File: config.mk
export PLATFORM = sky130hd
export DESIGN_NAME = mem_access_unit
export DESIGN_NICKNAME = d
export VERILOG_FILES = /design/src/rtl/mips_mem_pkg.sv /design/src/rtl/mem_lane_fmt.sv /design/src/rtl/mem_access_unit.sv
export SDC_FILE = /design/constraint.sdc
export NUM_CORES = 1
export LEC_CHECK = 0
export ABC_AREA = 1
export CAP_MARGIN = 10
export CORE_ASPECT_RATIO = 0.6
export CORE_UTILIZATION = 47
export CTS_BUF_LIST = sky130_fd_sc_hd__clkbuf_4 sky130_fd_sc_hd__clkbuf_8
export DETAILED_ROUTE_END_ITERATION = 16
export MAX_ROUTING_LAYER = met4
export PLACE_DENSITY = 0.83
export SLEW_MARGIN = 15
export SYNTH_ARGS = -nofsm -noshare
export SYNTH_HDL_FRONTEND = slang
export SYNTH_SLANG_ARGS = --single-unit
File: constraint.sdc
create_clock -name clk -period 2.1 [get_ports clk]
set_input_delay 0.42 -clock clk [delete_from_list [all_inputs] [get_ports clk]]
set_output_delay 0.42 -clock clk [all_outputs]
set_load 0.02 [all_outputs]
File: src/rtl/mips_mem_pkg.sv
// Shared encodings for the MEM-stage load/store path: access sizes, engine
// states, default bus timeout and the alignment rule.
package mips_mem_pkg;

    typedef enum logic [1:0] {
        SZ_BYTE = 2'b00,
        SZ_HALF = 2'b01,
        SZ_WORD = 2'b10,
        SZ_RSVD = 2'b11
    } mem_size_e;

    typedef enum logic [1:0] {
        ST_IDLE   = 2'b00,
        ST_ACCESS = 2'b01,
        ST_DONE   = 2'b10
    } mau_state_e;

    localparam int unsigned TIMEOUT_DEFAULT = 32'd255;

    function automatic logic is_aligned(input mem_size_e sz, input logic [1:0] lo);
        logic ok;
        case (sz)
            SZ_BYTE: ok = 1'b1;
            SZ_HALF: ok = (lo[0] == 1'b0);
            SZ_WORD: ok = (lo == 2'b00);
            default: ok = 1'b0;
        endcase
        return ok;
    endfunction

endpackage

File: src/rtl/mem_lane_fmt.sv
// Combinational lane logic: byte-enable generation, store-data replication
// and load-data extraction with sign/zero extension.
module mem_lane_fmt
    import mips_mem_pkg::*;
(
    input  mem_size_e   size,
    input  logic [1:0]  addr_lo,
    input  logic        sign_ext,
    input  logic [31:0] wdata,
    input  logic [31:0] rdata,
    output logic [3:0]  be,
    output logic [31:0] wdata_rep,
    output logic [31:0] rdata_fmt
);

    logic [31:0] shifted_s;

    assign shifted_s = rdata >> {addr_lo, 3'b000};

    // Store side: enables and lane replication
    always_comb begin
        be        = 4'b0000;
        wdata_rep = wdata;
        case (size)
            SZ_BYTE: begin
                be        = 4'b0001 << addr_lo;
                wdata_rep = {4{wdata[7:0]}};
            end
            SZ_HALF: begin
                be        = 4'b0011 << {addr_lo[1], 1'b0};
                wdata_rep = {2{wdata[15:0]}};
            end
            SZ_WORD: begin
                be        = 4'b1111;
                wdata_rep = wdata;
            end
            default: begin
                be        = 4'b0000;
                wdata_rep = wdata;
            end
        endcase
    end

    // Load side: pick the addressed lane and extend
    always_comb begin
        rdata_fmt = 32'h0000_0000;
        case (size)
            SZ_BYTE: rdata_fmt = {{24{sign_ext & shifted_s[7]}}, shifted_s[7:0]};
            SZ_HALF: rdata_fmt = {{16{sign_ext & shifted_s[15]}}, shifted_s[15:0]};
            SZ_WORD: rdata_fmt = shifted_s;
            default: rdata_fmt = 32'h0000_0000;
        endcase
    end

endmodule

File: src/rtl/mem_access_unit.sv
// MEM-stage load/store engine: one handshaked data-memory access per request,
// stalling EX/MEM until completion, with alignment and timeout protection.
module mem_access_unit
    import mips_mem_pkg::*;
#(
    parameter int unsigned TIMEOUT = TIMEOUT_DEFAULT
) (
    input  logic        clk,
    input  logic        rst,
    input  logic        req_valid,
    input  logic        is_write,
    input  logic [1:0]  size,
    input  logic        sign_ext,
    input  logic [31:0] addr,
    input  logic [31:0] wdata,
    output logic        dmem_req,
    output logic        dmem_we,
    output logic [31:0] dmem_addr,
    output logic [3:0]  dmem_be,
    output logic [31:0] dmem_wdata,
    input  logic        dmem_ack,
    input  logic [31:0] dmem_rdata,
    output logic [31:0] load_data,
    output logic        load_valid,
    output logic        mem_stall,
    output logic        align_err,
    output logic        bus_timeout
);

    // Wait counter value during the last ACCESS cycle allowed before abort
    localparam logic [7:0] TO_LAST = 8'(TIMEOUT - 32'd1);

    mau_state_e  state_r;
    mau_state_e  state_s;

    logic [31:0] lat_addr_r;
    logic        lat_we_r;
    mem_size_e   lat_size_r;
    logic        lat_sext_r;
    logic [3:0]  lat_be_r;
    logic [31:0] lat_wdata_r;
    logic [7:0]  wait_cnt_r;
    logic [31:0] load_data_r;
    logic        load_valid_r;
    logic        bus_timeout_r;

    mem_size_e   req_size_s;
    mem_size_e   fmt_size_s;
    logic [1:0]  fmt_addr_lo_s;
    logic        aligned_s;
    logic        accept_s;
    logic        timeout_hit_s;
    logic [3:0]  fmt_be_s;
    logic [31:0] fmt_wdata_s;
    logic [31:0] fmt_load_s;

    assign req_size_s    = mem_size_e'(size);
    assign aligned_s     = is_aligned(req_size_s, addr[1:0]);
    assign accept_s      = (state_r == ST_IDLE) && req_valid && aligned_s;
    assign timeout_hit_s = (wait_cnt_r == TO_LAST);

    // The formatter sees the live request in IDLE and the latched one afterwards
    assign fmt_size_s    = (state_r == ST_IDLE) ? req_size_s : lat_size_r;
    assign fmt_addr_lo_s = (state_r == ST_IDLE) ? addr[1:0]  : lat_addr_r[1:0];

    mem_lane_fmt u_lane_fmt (
        .size      (fmt_size_s),
        .addr_lo   (fmt_addr_lo_s),
        .sign_ext  (lat_sext_r),
        .wdata     (wdata),
        .rdata     (dmem_rdata),
        .be        (fmt_be_s),
        .wdata_rep (fmt_wdata_s),
        .rdata_fmt (fmt_load_s)
    );

    // State register
    always_ff @(posedge clk or negedge rst) begin
        if (!rst) begin
            state_r <= ST_IDLE;
        end else begin
            state_r <= state_s;
        end
    end

    // Next-state logic; an ack in the final allowed cycle beats the timeout
    always_comb begin
        state_s = state_r;
        case (state_r)
            ST_IDLE: begin
                if (accept_s) state_s = ST_ACCESS;
                else          state_s = ST_IDLE;
            end
            ST_ACCESS: begin
                if (dmem_ack)           state_s = ST_DONE;
                else if (timeout_hit_s) state_s = ST_IDLE;
                else                    state_s = ST_ACCESS;
            end
            ST_DONE: state_s = ST_IDLE;
            default: state_s = ST_IDLE;
        endcase
    end

    // Handshake and pipeline-control outputs
    always_comb begin
        dmem_req  = 1'b0;
        dmem_we   = 1'b0;
        mem_stall = 1'b0;
        align_err = 1'b0;
        case (state_r)
            ST_IDLE: begin
                if (rst && req_valid) begin
                    mem_stall = aligned_s;
                    align_err = ~aligned_s;
                end else begin
                    mem_stall = 1'b0;
                    align_err = 1'b0;
                end
            end
            ST_ACCESS: begin
                dmem_req  = 1'b1;
                dmem_we   = lat_we_r;
                mem_stall = 1'b1;
            end
            default: begin
                dmem_req  = 1'b0;
                dmem_we   = 1'b0;
                mem_stall = 1'b0;
                align_err = 1'b0;
            end
        endcase
    end

    // Request latches, wait counter and result registers
    always_ff @(posedge clk or negedge rst) begin
        if (!rst) begin
            lat_addr_r    <= 32'h0000_0000;
            lat_we_r      <= 1'b0;
            lat_size_r    <= SZ_BYTE;
            lat_sext_r    <= 1'b0;
            lat_be_r      <= 4'b0000;
            lat_wdata_r   <= 32'h0000_0000;
            wait_cnt_r    <= 8'd0;
            load_data_r   <= 32'h0000_0000;
            load_valid_r  <= 1'b0;
            bus_timeout_r <= 1'b0;
        end else begin
            load_valid_r  <= 1'b0;
            bus_timeout_r <= 1'b0;
            case (state_r)
                ST_IDLE: begin
                    if (accept_s) begin
                        lat_addr_r  <= addr;
                        lat_we_r    <= is_write;
                        lat_size_r  <= req_size_s;
                        lat_sext_r  <= sign_ext;
                        lat_be_r    <= fmt_be_s;
                        lat_wdata_r <= fmt_wdata_s;
                        wait_cnt_r  <= 8'd0;
                    end
                end
                ST_ACCESS: begin
                    if (dmem_ack) begin
                        if (!lat_we_r) begin
                            load_data_r  <= fmt_load_s;
                            load_valid_r <= 1'b1;
                        end
                    end else if (timeout_hit_s) begin
                        bus_timeout_r <= 1'b1;
                    end else begin
                        wait_cnt_r <= wait_cnt_r + 8'd1;
                    end
                end
                default: begin
                    wait_cnt_r <= wait_cnt_r;
                end
            endcase
        end
    end

    assign dmem_addr   = {lat_addr_r[31:2], 2'b00};
    assign dmem_be     = lat_be_r;
    assign dmem_wdata  = lat_wdata_r;
    assign load_data   = load_data_r;
    assign load_valid  = load_valid_r;
    assign bus_timeout = bus_timeout_r;

endmodule

==> results of run 1 <==
==> per-stage QoR <==
step / hold slack [ns] / worst slack [ns]
6_report: 0.122 / 0.0623
5_1_grt: 0.152 / 0.000643
4_1_cts: 0.123 / 0.0335
3_5_place_dp: 0.465 / -0.281
3_3_place_gp: 0.461 / -0.252
2_1_floorplan: 0.124 / 0.0966
==> sequential cells by signal, indices dropped and copies added, names as in the netlist <==
register	flops
dmem_wdata	32
lat_addr_r	32
load_data	32
wait_cnt_r	8
dmem_be	4
lat_size_r	2
state_r	2
bus_timeout	1
lat_sext_r	1
lat_we_r	1
load_valid	1
==> layout make-up <==
| class | instances | area (um2) | area share |
|---|---|---|---|
| sequential | 116 | 2900 | 0.338 |
| timing repair buffer | 252 | 2460 | 0.286 |
| multi-input combinational | 555 | 2460 | 0.286 |
| clock buffer | 19 | 262 | 0.0304 |
| tap | 165 | 206 | 0.0240 |
| inverter | 42 | 158 | 0.0183 |
| clock inverter | 13 | 149 | 0.0173 |
==> power by group through the flow <==
stage               logic [W]  registers, W  clock network, W
floorplan             0.00194       0.00411                 0
global placement      0.00467       0.00346                 0
detailed placement    0.00473       0.00349                 0
CTS                   0.00475       0.00346           0.00215
global route          0.00513       0.00355           0.00225
finish                0.00474       0.00345           0.00211
==> cell families (layout without fill, tap and decap cells) <==
kind of cell,after synthesis,count (layout),synth area share
muxes,1,1,0.00169
xor gates and xnor gates,6,6,0.00886
buffers and inverters,108,326,0.0982
other,1,2,0.000632
adders and majority gates,2,2,0.00422
DFF,116,116,0.489
AOI/OAI and AO/OA,86,86,0.0793
and+or+nand+nor,458,458,0.318
==> critical path, cell delays in order, from the launching register on <==
cell	delay, ns
dfrtp_2	0.45
nor2_4	0.14
clkdlybuf4s50_1	0.62
==> timing repair <==
action / CTS / global route
hold buffers: 0 / 0
endpoints found under the hold margin: 0 / 0
setup endpoints to repair: 3 / 8
resized for setup: 11 / 5
pin swaps: 0 / 0
==> worst paths after layout <==
path                       cells past startpoint          start             to  slack, ns
setup / recovery                               2     state_r[1]       dmem_req       0.06
hold / removal                                 2            rst  lat_addr_r[0]       0.12
setup reg to reg                              10     state_r[1]  load_data[26]       0.15
hold reg to reg                                2  load_data[24]  load_data[24]       0.48
max in group asynchronous                      2            rst     state_r[1]       1.27
min in group clk                               2  load_data[24]  load_data[24]       0.48
==> cell usage after synthesis (5+ instances only) <==
| library cell | number | area [um2] |
|---|---|---|
| buf_4 | 35 | 263 |
| inv_1 | 40 | 150 |
| nand3_1 | 41 | 205 |
| or2_2 | 6 | 37.5 |
| nand2_2 | 6 | 37.5 |
| o211ai_1 | 5 | 37.5 |
| o21ai_0 | 31 | 155 |
| o21ai_1 | 5 | 25.0 |
| a21oi_1 | 26 | 130 |
| buf_2 | 13 | 65.1 |
| dfrtp_1 | 116 | 2900 |
| clkbuf_1 | 14 | 52.6 |
| nor2_1 | 61 | 229 |
| nand2_1 | 329 | 1230 |
| a31oi_1 | 16 | 100 |
==> metal layers <==
| layer | wire length, um | share of wire | vias up |
|---|---|---|---|
| li1 | - | - | 2838 |
| met1 | 8450 | 0.49 | 2679 |
| met2 | 7360 | 0.43 | 236 |
| met3 | 1280 | 0.074 | 20 |
| met4 | 200 | 0.012 | 0 |
| met5 | 0 | 0 | - |
==> cell usage in the layout, fill, tap and decap left out, types with 2 or more instances in the layout <==
cell	count
nor2_1	60
nand2_2	7
inv_6	3
o211ai_1	5
nor2_2	2
clkdlybuf4s50_1	203
or2_2	6
ha_1	2
o21ai_1	6
nand2_4	2
nor3_1	3
clkbuf_8	19
xnor2_1	2
nand3_1	41
a21oi_1	26
inv_1	38
clkinvlp_4	3
nand2_1	328
a31oi_1	16
o21ai_0	30
bufinv_16	2
inv_2	4
clkinv_4	4
buf_4	42
nand3_2	3
nor2_4	4
xor2_1	4
buf_12	5
dfrtp_1	115
conb_1	2
==> impl_results.md, run 1 <==
* DR DRC count at 0
* Critical path peak fanout at 3
* Row count at 31
* Ys flop type: dfrtp_1
* Skew final at 0.0101 ns
* Crit path time final at about 2.0 ns
* Layer with the highest usage: met2
* Clock power frac at 0.204
* Cell count after synthesis at a little under 800
* Diode count at 0
* Die height at 89.0 um
* Die X at 147 um
* Combinational share of power at 0.460
* Crit share post-route at 0.970
* Max VDD drop at 676 uV
* Initial antenna violation count at 0
* CTS Sinks at ~120
* Design Area, Final at between 8000 and 9000 um2
* Arrival time worst endpoint at 1.62 ns
* Starting DRT DRC Count at between 300 and 400
* Post-CTS Setup Inserts at 0
* Met3 global-route usage at 0.0597
* DR vias/cell at 4.97
* Port bufs at between 200 and 250
* Int Pwr at 0.00630 W
* Grt met2 use at 0.414
* Final setup vio count at 0
* DRT Pass-1 Iters at 5
* WL final at 17300 um
* Post-layout nets at 1090
* Share of layout cells above drive strength 1 at 0.111
* Area delta synth->final at 44.9%
* Number of synthesis warnings at 0
* Pwr Density at 1200 nW/um2
* Setup CP Type: flip-flop to output port
* Worst path required time at 1.68 ns
* Via count at a little under 6000
* Slew Limit Fails at 0
* Detail-routed net length per standard cell at 14.9 um
* Clock latency at the later pin of the worst-skew pair at ~0.42 ns
* Vias in the first global route at 5491
* Number of flops mapped to enable cells by yosys at 0
* Slew @ Worst Pin at 0.878 ns
* Post-synthesis area per instance at 7.63 um2
* Routability cong. at 0.907
* Crit. End Element: output port
* Final core utilization at 0.706
* Largest net degree at the start of global routing at 71
* First-pass GRT wire length at ~28000 um
* RSZ-0062 raised after global routing: no
* Post-Syn Area at between 5000 and 6000 um2
* Clock Path Buffers at 2
* Filler Cell Count at around 1000
* Starting density of the core at 0.487
* Synth unique cells at 32
* Clock root buffer: clkbuf_8
* Leak at 4.21 nW
* Final hold viol count at 0
* Max-slew headroom at 0.414
* GRT Overall Usage at 0.282
* #FFs+latches synth at roughly 120
* Share of power burned in registers at 0.335
* Post-route ant nets at 0
* Detailed placer's ending HPWL at 13100 um
* Placed inst area at 8190 um2
* TritonCTS Buffers at 17
* NetSw at 0.00400 W
* Worst Hold Class: input pin to async pin
* Clock slew at reported path FFs at 0.07 ns
* Asr flop ratio synth at 1.00
* Switching share of power at 0.388
* Sequential fraction of the synthesis area at 0.489
* Pwr Total at 0.0103 W
* Met1 Usage GRT at 0.397
* Die area at 13100 um2
* Top-level port count at 210
* Max-cap viol count at 0
* Setup TNS at 0 ns
* H-tree levels at 4
* Maximum clock rate at 491 MHz
* Status: finished clean
* Critical Path Source Type: flip-flop
* Gr ovfl total at 0
* Core area at 12200 um2
* Non-Filler Instances at 1162
* CTS tree: yes
* Inst Count DP at about 1100
No activity file was read; power rests on OpenSTA's default activity.
==> run 2, diff against run 1 <==
--- a/config.mk
+++ b/config.mk
@@ -11,6 +11,7 @@
 export CORE_UTILIZATION = 47
 export CTS_BUF_LIST = sky130_fd_sc_hd__clkbuf_4 sky130_fd_sc_hd__clkbuf_8
 export DETAILED_ROUTE_END_ITERATION = 16
+export GPL_TIMING_DRIVEN = 0
 export MAX_ROUTING_LAYER = met4
 export PLACE_DENSITY = 0.83
 export SLEW_MARGIN = 15
==> run 2 against run 1 <==
The flow now finishes with violations (negative hold slack, negative setup slack). Die area stayed put. Count of clock-buffer cells in the layout stayed put. Clock power is 13% higher. Sequential share of layout area is 0.86 points lower. Maximum frequency is 4.0% lower. Combinational power is 4% higher. Final area is 2.6% higher. Sequential power hardly changed. Via count is 4.8% higher. Setup slack worse by 0.085 ns. Critical path depth is 5 higher.
==> impl_results.md, run 2 (same netlist as run 1, synthesis figures left out) <==
* Die X at 147 um (unchanged)
* Worst Hold Class: input pin to async pin (unchanged)
* Row count at 31 (unchanged)
* Area delta synth->final at 48.7% (was 44.9%)
* Most frequent cells in the layout: nand2_1, clkdlybuf4s50_1, dfrtp_1 (unchanged)
* Inst Count DP at 1152 (was 1130)
* Slew Limit Fails at 0 (unchanged)
* Filler Cell Count at 954 (was 1004)
* Max-slew headroom at 0.599 (was 0.414)
* Post-layout nets at 1122 (was 1090)
* Crit. End Element: output port (unchanged)
* DR vias/cell at 5.07 (was 4.97)
* Post-route ant nets at 0 (unchanged)
* Top-level port count at 210 (unchanged)
* Die area at 13100 um2 (unchanged)
* First-pass GRT wire length at 28400 um (was 27600 um)
* R2R setup slack at 0.06 ns (was 0.15 ns)
* R2r startpoint: state_r[0] (was state_r[1])
* Max-cap viol count at 0 (unchanged)
* TritonCTS Buffers at 17 (unchanged)
* CTS tree: yes (unchanged)
* Detailed placer's ending HPWL at 13600 um (was 13100 um)
* Commonest non-fill, non-tap cell in the layout: nand2_1 (unchanged)
* Diode count at 0 (unchanged)
* DRT Pass-1 Iters at 6 (was 5)
* Arrival time worst endpoint at 1.70 ns (was 1.62 ns)
* Crit share post-route at 1.01 (was 0.970)
* Setup CP Type: flip-flop to output port (unchanged)
* Clock Path Buffers at 2 (unchanged)
* Gr ovfl total at 0 (unchanged)
* CP Launch Point: state_r[1] (unchanged)
* Final hold viol count at 18 (was 0)
* Vias in the first global route at 5553 (was 5491)
* Crit path time final at 2.12 ns (was 2.04 ns)
* Worst path required time at 1.68 ns (about the same)
* WL final at 18200 um (was 17300 um)
* Detail-routed net length per standard cell at 15.2 um (was 14.9 um)
* Clock latency at the later pin of the worst-skew pair at 0.44 ns (was 0.42 ns)
* Leak at 4.35 nW (was 4.21 nW)
* Skew final at 0.0146 ns (was 0.0101 ns)
* Critical path peak fanout at 6 (was 3)
* Die height at 89.0 um (unchanged)
* Starting DRT DRC Count at 596 (was 393)
* Clock root buffer: clkbuf_8 (unchanged)
* Via count at 6052 (was 5773)
* GRT Overall Usage at 0.292 (was 0.282)
* Clock slew at reported path FFs at 0.07 ns (about the same)
* Critical Path Source Type: flip-flop (unchanged)
* Crit path cell chain: inv_2 > nand2_4 > nor2_4 > nand2_2 > buf_8 > o21ai_4 > buf_6 (was nor2_4 > clkdlybuf4s50_1)
* Pwr Density at 1220 nW/um2 (was 1200 nW/um2)
* Slew @ Worst Pin at 0.602 ns (was 0.878 ns)
* Max stage delay on crit path at 0.46 ns (was 0.62 ns)
* CTS Sinks at 116 (unchanged)
* H-tree levels at 4 (unchanged)
* Largest net degree at the start of global routing at 88 (was 71)
* Max VDD drop at 549 uV (was 676 uV)
* Starting density of the core at 0.487 (unchanged)
* Maximum clock rate at 471 MHz (was 491 MHz)
* Status: finished, violations left (was finished clean)
* DR DRC count at 0 (unchanged)
* Core area at 12200 um2 (unchanged)
* Failing checks: negative hold slack, negative setup slack
* RSZ-0062 raised after global routing: yes (was no)
* Initial antenna violation count at 0 (unchanged)
* Share of layout cells above drive strength 1 at 0.130 (was 0.111)
* Final worst setup slack at -0.0225 ns (was 0.0623 ns)
* Worst hold margin at -0.0261 ns (was 0.122 ns)
* Routability cong. at 0.928 (was 0.907)
* Non-Filler Instances at 1194 (was 1162)
* Final setup vio count at 1 (was 0)
* Setup WS pre-CTS at -1.06 ns (was -0.281 ns)
* Slowest stage cell, crit path: dfrtp_2 (was clkdlybuf4s50_1)
* Port bufs at 207 (unchanged)
[run 2: what timing repair did]
action                                 in CTS  in global routing
setup buffers                               1                  7
cloned                                      0                  0
setup endpoints to repair                   5                  2
hold buffers                                2                  0
pin swaps                                   2                  4
gates resized for setup                    27                  6
endpoints found under the hold margin      31                  0
[run 2: layout make-up]
class | instances | area [um2] | area share
inverter | 42 | 158 | 0.0179
timing repair buffer | 218 | 2180 | 0.247
clock buffer | 19 | 262 | 0.0296
tap | 165 | 206 | 0.0234
clock inverter | 13 | 196 | 0.0223
sequential | 116 | 2900 | 0.329
multi-input combinational | 555 | 2480 | 0.281
buffer | 66 | 437 | 0.0495
[run 2: per-stage QoR]
step	TNS [ns]	utilization	power (W)	hold slack, ns	cell area, um2
after global placement	-484.75	0.675	0.00825	0.462	8220
final	-0.0225	0.724	0.0108	-0.0261	8820
after detailed placement	-26.87	0.677	0.00833	0.326	8250
after floorplan	0	-	0.00605	0.124	5940
after CTS	-0.0240	0.720	0.0107	0.0000457	8770
after global routing	-0.101	0.724	0.0114	0.0234	8820
[run 2: final timing paths]
path,to,cells after the start
max,mem_stall,7
min,wait_cnt_r[7],2
max reg2reg,load_data[10],12
min reg2reg,lat_addr_r[13],2
max in group asynchronous,dmem_wdata[18],3
min in group clk,lat_addr_r[13],2
[run 2: per-layer routing]
layer	vias up	wire length [um]	global-route usage
met5	-	0	-
met1	2774	8470	0.411
met2	342	7530	0.428
li1	2905	-	-
met4	0	250	0.0703
met3	31	1950	0.0668
[run 2: where the power goes]
part           internal [W]  switching, W
clock               0.00138       0.00101
combinational       0.00227       0.00267
sequential          0.00300      0.000431
total               0.00665       0.00410
[run 2: critical path, delay by kind of cell (launching register included)]
family / cells / cell delay [ns]
flip-flops: 1 / 0.46
AO/OA/AOI/OAI: 1 / 0.14
AND/OR/NAND/NOR: 3 / 0.30
buffers and inverters: 3 / 0.37
==> run 3, diff against run 2 <==
--- a/config.mk
+++ b/config.mk
@@ -10,10 +10,13 @@
 export CORE_ASPECT_RATIO = 0.6
 export CORE_UTILIZATION = 47
 export CTS_BUF_LIST = sky130_fd_sc_hd__clkbuf_4 sky130_fd_sc_hd__clkbuf_8
+export CTS_CLUSTER_SIZE = 16
 export DETAILED_ROUTE_END_ITERATION = 16
+export GPL_ROUTABILITY_DRIVEN = 0
 export GPL_TIMING_DRIVEN = 0
 export MAX_ROUTING_LAYER = met4
 export PLACE_DENSITY = 0.83
+export RECOVER_POWER = 50
 export SLEW_MARGIN = 15
 export SYNTH_ARGS = -nofsm -noshare
 export SYNTH_HDL_FRONTEND = slang
==> run 3 against run 2 <==
The run now ends clean. Register-to-register slack worse by 0.02 ns. Critical path depth grew 1. Power down 0.41%. Sequential share of layout area is 0.15 points higher. Sequential cell count unchanged. Non-clock buffer count decreased by 1. Combinational power barely moved. Utilization shrank 0.30 points. Wire length up 2.9%. Largest cell class unchanged. Cell count down 0.17%.
==> impl_results.md, run 3 (same netlist as run 1, synthesis figures left out) <==
* Largest net degree at the start of global routing at 53 (was 88)
* Area delta synth->final at 48.0% (was 48.7%)
* Via count at 6023 (was 6052)
* Core area at 12200 um2 (unchanged)
* Detailed placer's ending HPWL at 13600 um (about the same)
* Worst path required time at 1.68 ns (about the same)
* Starting DRT DRC Count at 550 (was 596)
* Final hold viol count at 0 (was 18)
* Port bufs at 207 (unchanged)
* Skew final at 0.0111 ns (was 0.0146 ns)
* Final worst setup slack at 0.0110 ns (was -0.0225 ns)
* Crit path time final at 2.09 ns (was 2.12 ns)
* Crit share post-route at 0.995 (was 1.01)
* Starting density of the core at 0.487 (unchanged)
* Diode count at 0 (unchanged)
* Design Area, Final at 8790 um2 (was 8820 um2)
* DR vias/cell at 5.05 (was 5.07)
* GRT Overall Usage at 0.299 (was 0.292)
* Final setup vio count at 0 (was 1)
* Critical path peak fanout at 10 (was 6)
* Max stage delay on crit path at 0.47 ns (was 0.46 ns)
* Setup CP Type: input pin to output port (was flip-flop to output port)
* R2R setup slack at 0.04 ns (was 0.06 ns)
* Leak at 4.35 nW (about the same)
* Crit path capture: mem_stall (unchanged)
* Row count at 31 (unchanged)
* Setup TNS at 0 ns (was -0.0225 ns)
* Detail-routed net length per standard cell at 15.7 um (was 15.2 um)
* Crit path cell chain: clkdlybuf4s50_1 > inv_2 > o21ai_2 > nand2_2 > nand2_2 > clkbuf_8 > o21ai_2 > buf_6 (was inv_2 > nand2_4 > nor2_4 > nand2_2 > buf_8 > o21ai_4 > buf_6)
* Placed inst area at 8250 um2 (unchanged)
* Clock Path Buffers at 2 (unchanged)
* Post-layout nets at 1121 (was 1122)
* Max VDD drop at 627 uV (was 549 uV)
* Filler Cell Count at 976 (was 954)
* Top-level port count at 210 (unchanged)
* Die X at 147 um (unchanged)
* First-pass GRT wire length at 28800 um (was 28400 um)
* Crit. End Element: output port (unchanged)
* WL final at 18700 um (was 18200 um)
* Setup WS pre-CTS at -1.00 ns (was -1.06 ns)
* Worst-case reg-to-reg path depth at 8 (was 12)
* Die area at 13100 um2 (unchanged)
* R2r startpoint: state_r[1] (was state_r[0])
* RSZ-0062 raised after global routing: yes (unchanged)
* CTS Sinks at 116 (unchanged)
* Max-slew headroom at 0.135 (was 0.599)
* Commonest non-fill, non-tap cell in the layout: nand2_1 (unchanged)
* DRT Pass-1 Iters at 5 (was 6)
* Maximum clock rate at 479 MHz (was 471 MHz)
* H-tree levels at 4 (unchanged)
* Post-route ant nets at 0 (unchanged)
* R2r endpoint: load_data[2] (was load_data[10])
* CP Launch Point: size[1] (was state_r[1])
* Slowest stage cell, crit path: clkdlybuf4s50_1 (was dfrtp_2)
* Clock root buffer: clkbuf_8 (unchanged)
* CTS tree: yes (unchanged)
* Arrival time worst endpoint at 1.67 ns (was 1.70 ns)
* Gr ovfl total at 0 (unchanged)
* Slew @ Worst Pin at 1.30 ns (was 0.602 ns)
* Pwr Density at 1220 nW/um2 (about the same)
* Initial antenna violation count at 0 (unchanged)
* Pwr Total at 0.0107 W (was 0.0108 W)
* DR DRC count at 0 (unchanged)
* Most frequent cells in the layout: nand2_1, clkdlybuf4s50_1, dfrtp_1 (unchanged)
* Slew Limit Fails at 0 (unchanged)
* Clock slew at reported path FFs at 0.07 ns (about the same)
* Vias in the first global route at 5532 (was 5553)
* Die height at 89.0 um (unchanged)
* TritonCTS Buffers at 17 (unchanged)
* Clock latency at the later pin of the worst-skew pair at 0.44 ns (about the same)
* Worst hold margin at 0.358 ns (was -0.0261 ns)
* Status: finished clean (was finished, violations left)
* Critical Path Source Type: input pin (was flip-flop)
* Share of layout cells above drive strength 1 at 0.132 (was 0.130)
* Worst Hold Class: input pin to flip-flop (was input pin to async pin)
* Max-cap viol count at 0 (unchanged)
==> run 3: timing repair <==
action / 4_1_cts / 5_1_grt
cloned: 0 / 0
resized for setup: 20 / 30
hold endpoints to repair: 52 / 0
pin swaps: 2 / 2
hold buffers: 4 / 0
setup buffers: 1 / 4
setup endpoints to repair: 4 / 29
==> run 3: power breakdown <==
part / switching, W / internal, W
logic: 0.00270 / 0.00227
clock network: 0.000969 / 0.00132
registers: 0.000443 / 0.00301
total: 0.00411 / 0.00660
==> run 3: through the flow <==
step,utilization,std cells
2_1_floorplan,-,779
3_3_place_gp,0.675,1151
3_5_place_dp,0.677,1152
4_1_cts,0.721,1188
5_1_grt,0.721,1192
6_report,0.721,1192
==> run 3: worst max-delay path, delay by kind of cell <==
kind	cells	cell delay (ns)
buffers and inverters	4	0.88
AOI/OAI and AO/OA	2	0.20
and+or+nand+nor	2	0.17
==> run 3: area by class of cell <==
cell class	instances	area (um2)	area share
Sequential cell	116	2910	0.331
Clock inverter	13	181	0.0206
Inverter	42	160	0.0182
Buffer	66	444	0.0506
Clock buffer	18	248	0.0282
Tap cell	165	206	0.0235
Timing Repair Buffer	217	2140	0.244
Multi-Input combinational cell	555	2500	0.285
==> run 3: worst min path at each step <==
stage	from	to	slack, ns	cells after the start
finish	addr[1]	lat_addr_r[1]	0.36	3
global route	addr[1]	lat_addr_r[1]	0.36	3
CTS	rst	lat_addr_r[4]	0.07	3
detailed placement	rst	wait_cnt_r[0]	0.41	1
global placement	dmem_wdata[3]	dmem_wdata[3]	0.46	2
floorplan	rst	bus_timeout	0.12	0
==> run 3: per-layer routing <==
metal	global-route usage	share of wire	vias to the layer above
li1	-	-	2890
met2	0.433	0.44	332
met3	0.0653	0.097	29
met4	0.0815	0.010	0
met5	-	0	-
met1	0.422	0.46	2772
